### src/rtl/fp_signinj_pipe.sv
// fp_signinj_pipe: pipelined FSGNJ / FSGNJN / FSGNJX for single or double
// operands held in a FLEN-wide FP register, with NaN-boxed single results.
// Sign injection happens combinationally ahead of stage 0. The remaining
// stages only carry the result and its tag forward under valid/ready flow
// control.
// Optional build macro: FP_SIGNINJ_NANBOX_CHECK_EN (FLEN=64 only). When it is
// defined, a single-precision operand whose upper word is not all ones is
// replaced by the canonical NaN before its sign is used.
module fp_signinj_pipe #(
  parameter int FLEN   = 64,
  parameter int STAGES = 2,
  parameter int TAG_W  = 5
) (
  input  logic             clk,
  input  logic             rst_n,
  input  logic             in_valid,
  output logic             in_ready,
  input  logic [FLEN-1:0]  in_a,
  input  logic [FLEN-1:0]  in_b,
  input  logic [1:0]       in_op,
  input  logic             in_fmt,
  input  logic [TAG_W-1:0] in_tag,
  output logic             out_valid,
  input  logic             out_ready,
  output logic [FLEN-1:0]  out_result,
  output logic [TAG_W-1:0] out_tag,
  output logic             busy
);

  // Operand b supplies only its sign bit. The rest of b is deliberately dropped.
  logic unused_b;
  assign unused_b = ^in_b;

  // Op 11 is reserved and falls back to plain FSGNJ.
  function automatic logic sign_sel(input logic [1:0] op, input logic sa, input logic sb);
    case (op)
      2'b01:   return ~sb;
      2'b10:   return sa ^ sb;
      default: return sb;
    endcase
  endfunction

  logic [FLEN-1:0] result_c;

  generate
    if (FLEN == 64) begin : g_flen64
      logic [31:0] a_sp;
      logic [31:0] b_sp;

      // Pick the single-precision view of each operand, with optional unboxed-NaN substitution.
      always_comb begin
`ifdef FP_SIGNINJ_NANBOX_CHECK_EN
        a_sp = (in_a[63:32] == 32'hFFFF_FFFF) ? in_a[31:0] : 32'h7FC0_0000;
        b_sp = (in_b[63:32] == 32'hFFFF_FFFF) ? in_b[31:0] : 32'h7FC0_0000;
`else
        a_sp = in_a[31:0];
        b_sp = in_b[31:0];
`endif
      end

      // Build the result. A single-precision result is NaN-boxed into the upper word.
      always_comb begin
        if (in_fmt) begin
          result_c = {sign_sel(in_op, in_a[63], in_b[63]), in_a[62:0]};
        end else begin
          result_c = {32'hFFFF_FFFF, sign_sel(in_op, a_sp[31], b_sp[31]), a_sp[30:0]};
        end
      end
    end else begin : g_flen32
      // A 32-bit register only ever holds singles, so the format input does not matter.
      logic unused_fmt;
      assign unused_fmt = in_fmt;

      // Single-precision sign injection.
      always_comb begin
        result_c = {sign_sel(in_op, in_a[31], in_b[31]), in_a[30:0]};
      end
    end
  endgenerate

  logic [STAGES-1:0] valid_q;
  logic [STAGES-1:0] valid_d;
  logic [STAGES-1:0] advance;
  logic [FLEN-1:0]   data_q [STAGES];
  logic [FLEN-1:0]   data_d [STAGES];
  logic [TAG_W-1:0]  tag_q  [STAGES];
  logic [TAG_W-1:0]  tag_d  [STAGES];

  // Resolve backpressure from the output towards stage 0. A stage can accept
  // a beat when it is empty or when its own beat is leaving this cycle.
  always_comb begin
    logic rdy;
    advance = '0;
    rdy     = out_ready;
    for (int i = STAGES - 1; i >= 0; i--) begin
      advance[i] = valid_q[i] & rdy;
      rdy        = ~valid_q[i] | advance[i];
    end
    in_ready = rdy;
  end

  // Next-state logic. Data and tag registers change only when a beat actually moves into them.
  always_comb begin
    valid_d = valid_q;
    data_d  = data_q;
    tag_d   = tag_q;
    valid_d[0] = (in_valid & in_ready) | (valid_q[0] & ~advance[0]);
    if (in_valid && in_ready) begin
      data_d[0] = result_c;
      tag_d[0]  = in_tag;
    end
    for (int i = 1; i < STAGES; i++) begin
      valid_d[i] = advance[i-1] | (valid_q[i] & ~advance[i]);
      if (advance[i-1]) begin
        data_d[i] = data_q[i-1];
        tag_d[i]  = tag_q[i-1];
      end
    end
  end

  // Stage registers. Reset drops any beat that is in flight.
  always_ff @(posedge clk or negedge rst_n) begin
    if (!rst_n) begin
      valid_q <= '0;
      for (int i = 0; i < STAGES; i++) begin
        data_q[i] <= '0;
        tag_q[i]  <= '0;
      end
    end else begin
      valid_q <= valid_d;
      data_q  <= data_d;
      tag_q   <= tag_d;
    end
  end

  assign out_valid  = valid_q[STAGES-1];
  assign out_result = data_q[STAGES-1];
  assign out_tag    = tag_q[STAGES-1];
  assign busy       = |valid_q;

endmodule

### config.mk
export PLATFORM = sky130hd
export DESIGN_NAME = fp_signinj_pipe
export DESIGN_NICKNAME = d
export VERILOG_FILES = /design/src/rtl/fp_signinj_pipe.sv
export SDC_FILE = /design/constraint.sdc
export NUM_CORES = 1
export LEC_CHECK = 0
export ABC_CLOCK_PERIOD_IN_PS = 2800
export CAP_MARGIN = 30
export CORE_MARGIN = 2
export CORE_UTILIZATION = 25
export CTS_CLUSTER_DIAMETER = 80
export DETAILED_ROUTE_END_ITERATION = 10
export GPL_ROUTABILITY_DRIVEN = 0
export PLACE_DENSITY_LB_ADDON = 0.12
export REMOVE_ABC_BUFFERS = 1
export SLEW_MARGIN = 20
export SYNTH_ARGS = -nofsm -noshare
export SYNTH_HDL_FRONTEND = slang
export SYNTH_SLANG_ARGS = --single-unit
### constraint.sdc
create_clock -name clk -period 2.8 [get_ports clk]
set_clock_uncertainty 0.05 [all_clocks]
set_input_delay 0.56 -clock clk [delete_from_list [all_inputs] [get_ports clk]]
set_output_delay 0.56 -clock clk [all_outputs]
set_load 0.05 [all_outputs]
* After elaboration in Yosys (flattened, before gate mapping) *
Cells that the tools add are included.
W data, S select, Z words.

storage, ports and cells
  flip-flop bits (word level) = 140
  input port bits = 140
  output and inout port bits = 72
  logic and storage cells = 29

cells by class
  eq/ne operators = 2
  muxes and demuxes = 3
  bitwise operators = 17
  reductions and logical operators = 2

operator list
  cell                  number
  $mux W64              1
  $not A1 Y1            6
  $and A1 B1 Y1         5
  $or A1 B1 Y1          4
  $pmux W1 S2           2
  $eq A2 B1 Y1 const B  1
  $eq A2 B2 Y1 const B  1
  $reduce_or A2 Y1      1
  $xor A1 B1 Y1         2
  $logic_and A1 B1 Y1   1

* Depth between registers and ports, before layout *
  word-level depth = 6
  depth in mapped cells = 6
  gate-level depth less buffers = 6

* Worst setup path after synthesis *
OpenSTA, ideal clock, no wires.

  kind = register to register
  from = register valid_q[1]
  to = register data_q[81] in the netlist's numbering
  library setup time = 0.125 ns
  data arrival time = 2.094 ns
  required time = 2.625 ns
  setup slack = 0.531 ns
  cell stages (with the launch flop) = 6
  buffers on the path = 2
  clock period less this slack = 2.269 ns
  path through = dfrtp_1 nand3b_1 and2_4 buf_6 buf_6 mux2_4

between the ends
  cells in the longest elaborated chain, start to end = 5
  elaborated cells between the ends (all ways) = 6
  classes of those cells = bitwise: 5; reduce/logical: 1

RTL lines
  element                                             line    RTL
  start, declared                                     81      logic [STAGES-1:0] valid_q;
  start signal, assigned                              130     valid_q <= valid_d;
  $and A1 B1 Y1 / $not A1 Y1 (equally long branches)  96, 97
  $or A1 B1 Y1 (*)                                    97      rdy = ~valid_q[i] | advance[i];
  $and A1 B1 Y1 (*)                                   96      advance[i] = valid_q[i] & rdy;
  $or A1 B1 Y1 (*)                                    97
  via in_ready                                        17      output logic in_ready,
  $logic_and A1 B1 Y1 (*)                             108     if (in_valid && in_ready) begin
  end signal, assigned                                131     data_q <= data_d;
  end, declared                                       84      logic [FLEN-1:0] data_q [STAGES];

Mark *: on every way through the listed nets, which the timed path passes. The rest lies on a longest branch.
A chain may end at the register's enable or synchronous reset.

* Worst setup path after layout *
  from = register valid_q[0]
  to = output port busy

between the ends
  cells in the longest elaborated chain, start to end = 1

RTL lines
  element           line  RTL
  $reduce_or A2 Y1  139   assign busy = |valid_q;
  end, declared     27    output logic busy

No other way between the ends.

==> results.md <==
- Worst r2r dst: data_q[64]
- PortBufs: between 100 and 150
- Hold buffer count at cts: 0
- Unrepaired setup endpoints after global routing: no
- Fill cells: 2356
- Post-DR wirelength/cell: 14.7 um
- DRC errors left: 0
- Drt first pass iters: 4
- Leakage power: approximately 3.3 nW
- Worst setup EP type: primary output
- Final setup viols: 0
- CTS tree: done
- Die Y: 158 um
- Clock buffer depth: 2
- Max Cap Viol: 0
- Seq cells post-synth: 140
- DR iter-0 viols: 83
- Final worst path period share: 0.865
- Layout cells sized above 1: 0.266
- Met1 Use GR: 0.126
- Dpl ws: 0.556 ns
- Worst Reg-to-Reg Cells: 4
- Root buffer cell: clkbuf_16
- Initial core utilization: 0.254
- Synth Cell Area: about 0.0060 mm^2
- Fin Setup TNS: 0 ns
- Commonest non-fill, non-tap cell in the layout: clkdlybuf4s50_1
- Area delta synth->final: 33.3%
- Setup CP Type: flop to primary output
- Max-slew headroom: 0.555
- First-pass GRT wire length: just over 20000 um
- IO Pins: roughly 210
- CP max stage delay: 0.70 ns
- Max Fclk: 413 MHz
- R2R setup slack: around 1.2 ns
- Worst-Skew Late Latency: roughly 0.42 ns
- Synth Instances: between 400 and 500
- CP required: about 2.2 ns
- Initial antenna violation count: 0
- Gr ovfl total: 0
- Cell Pwr Density: 876 mW/mm^2
- Post-CTS setup buffer count: 0
- Reg2Reg Launch Point: valid_q[0]
- GRT Total Usage: 0.109
- Fin crit period: roughly 2.4 ns
- Largest net degree at the start of global routing: 69
- Routed vias: between 3k and 4k
- HP Class: input port to async pin
- Hold Fails Final Rpt: 0
- Total CTS buffers: 17
- Slowest CP cell: clkdlybuf4s50_1
- Ant. Diodes: 0
- Synthesized area per cell: around 13 um^2
- Routed Antenna Nets: 0
- Core Area: 0.0234 mm^2
- Dpl hpwl: ~8400 um
- DIE AREA: about 0.025 mm^2
- CTS H-tree depth: 4
- CP arrival: around 1.8 ns
- Crit Path Max Fanout: 4
- Drt total wl: about 13000 um
- Die Wd: 158 um
- Crit start category: flop
- Outcome: finished, final reports clean
- Avg Vias per Cell: between 4 and 5
- GR Util met2: 0.186
- CTS resizes: 0
- CTS sink count: between 100 and 150
- Vias in the first global route: between 3k and 4k
- Yosys warns: 0
- VDD IR max: approximately 350 uV
- M3 GR Usage: 0.0378
- Slew @ Worst Pin: roughly 0.67 ns
- Clk slew on worst S/H paths: roughly 0.06 ns
- Distinct cell type count after synthesis: 21
- Highest-count cells in the layout ignoring fill and taps: 147 x clkdlybuf4s50_1, 140 x dfrtp_1, 90 x mux2_2
- Final #Nets: around 680
- Sequential share of the synthesized area: 0.588
- CP Cell Sequence: or2_2 -> clkdlybuf4s50_1
- Fin. max-slew vios: 0
- GRT Max-Usage Layer: met2
- Setup slack after layout: roughly 0.38 ns
- Row count: between 50 and 60
logic make-up (layout without fill, tap and decap cells):
logic type                 Yosys count  in the layout  synth area share
buffers and inverters              125            224             0.128
adders and majority gates            2              2           0.00420
AOI/OAI and AO/OA                   49             49            0.0479
muxes                              104            104             0.206
and+or+nand+nor                     34             34            0.0254
DFF                                140            140             0.588
power by group:
| part | switching (mW) | internal (mW) |
|---|---|---|
| Combinational | 1.27 | 0.843 |
| Sequential | 0.180 | 2.40 |
| Clock | 0.911 | 1.34 |
worst max-delay path by stage:
stage	startpoint	depth (start not counted)	endpoint
after floorplan	valid_q[1]	3	out_result[0]
after global placement	out_ready	5	data_q[64]
after detailed placement	out_ready	5	data_q[71]
after CTS	valid_q[0]	2	busy
after global routing	valid_q[0]	2	busy
final	valid_q[0]	2	busy
state kept, by name (all words and copies together) (netlist names):
signal and cells:
out_tag 5, out_result 64, tag_q 5, data_q 64
valid_q 2
Yosys cell counts:
library cell	instances	area (um^2)
o21ai_0	20	100
a21oi_1	3	15.0
inv_1	35	131
dfrtp_1	140	3500
nand3b_1	1	7.51
a31oi_1	23	144
o22ai_1	1	6.26
o311a_1	2	20.0
buf_4	69	518
or2_2	1	6.26
clkbuf_1	7	26.3
mux2_2	90	1010
nand2_1	2	7.51
and2_4	1	8.76
nor2b_1	2	12.5
ha_1	2	25.0
nand2b_1	3	18.8
nor2_1	24	90.1
buf_6	3	33.8
buf_2	11	55.1
mux2_4	14	210
routing by layer:
| layer | vias up | wire length, um | share of wire |
|---|---|---|---|
| met5 | - | 0 | 0 |
| met3 | 11 | 818 | 0.064 |
| li1 | 1624 | - | - |
| met4 | 0 | 193 | 0.015 |
| met1 | 1769 | 5440 | 0.42 |
| met2 | 89 | 6410 | 0.50 |
metrics by stage:
| step | cells | hold slack [ns] | total power, mW | instance area, um^2 | util |
|---|---|---|---|---|---|
| final | 872 | 0.120 | 6.95 | 7940 | 0.339 |
| after global routing | 872 | 0.156 | 7.30 | 7940 | 0.339 |
| after CTS | 872 | 0.134 | 7.08 | 7940 | 0.339 |
| after detailed placement | 840 | 0.428 | 4.77 | 7350 | 0.314 |
| after global placement | 840 | 0.417 | 4.73 | 7350 | 0.314 |
| after floorplan | 364 | 0.214 | 3.93 | 5320 | - |
final cells by class:
cell class                      instances  area (um^2)  area share
Inverter                               35          131      0.0166
Clock buffer                           20          447      0.0563
Tap cell                              319          399      0.0503
Timing Repair Buffer                  157         1630       0.205
Multi-Input combinational cell        189         1690       0.213
Clock inverter                         12          138      0.0173
Sequential cell                       140         3500       0.441
worst max-delay path, delay by kind of cell, from the launching register on:
kind	cells	cell delay, ns
flops	1	0.42
simple gates	1	0.28
buf+inv	1	0.70
Power figures use the tool's default switching activity.
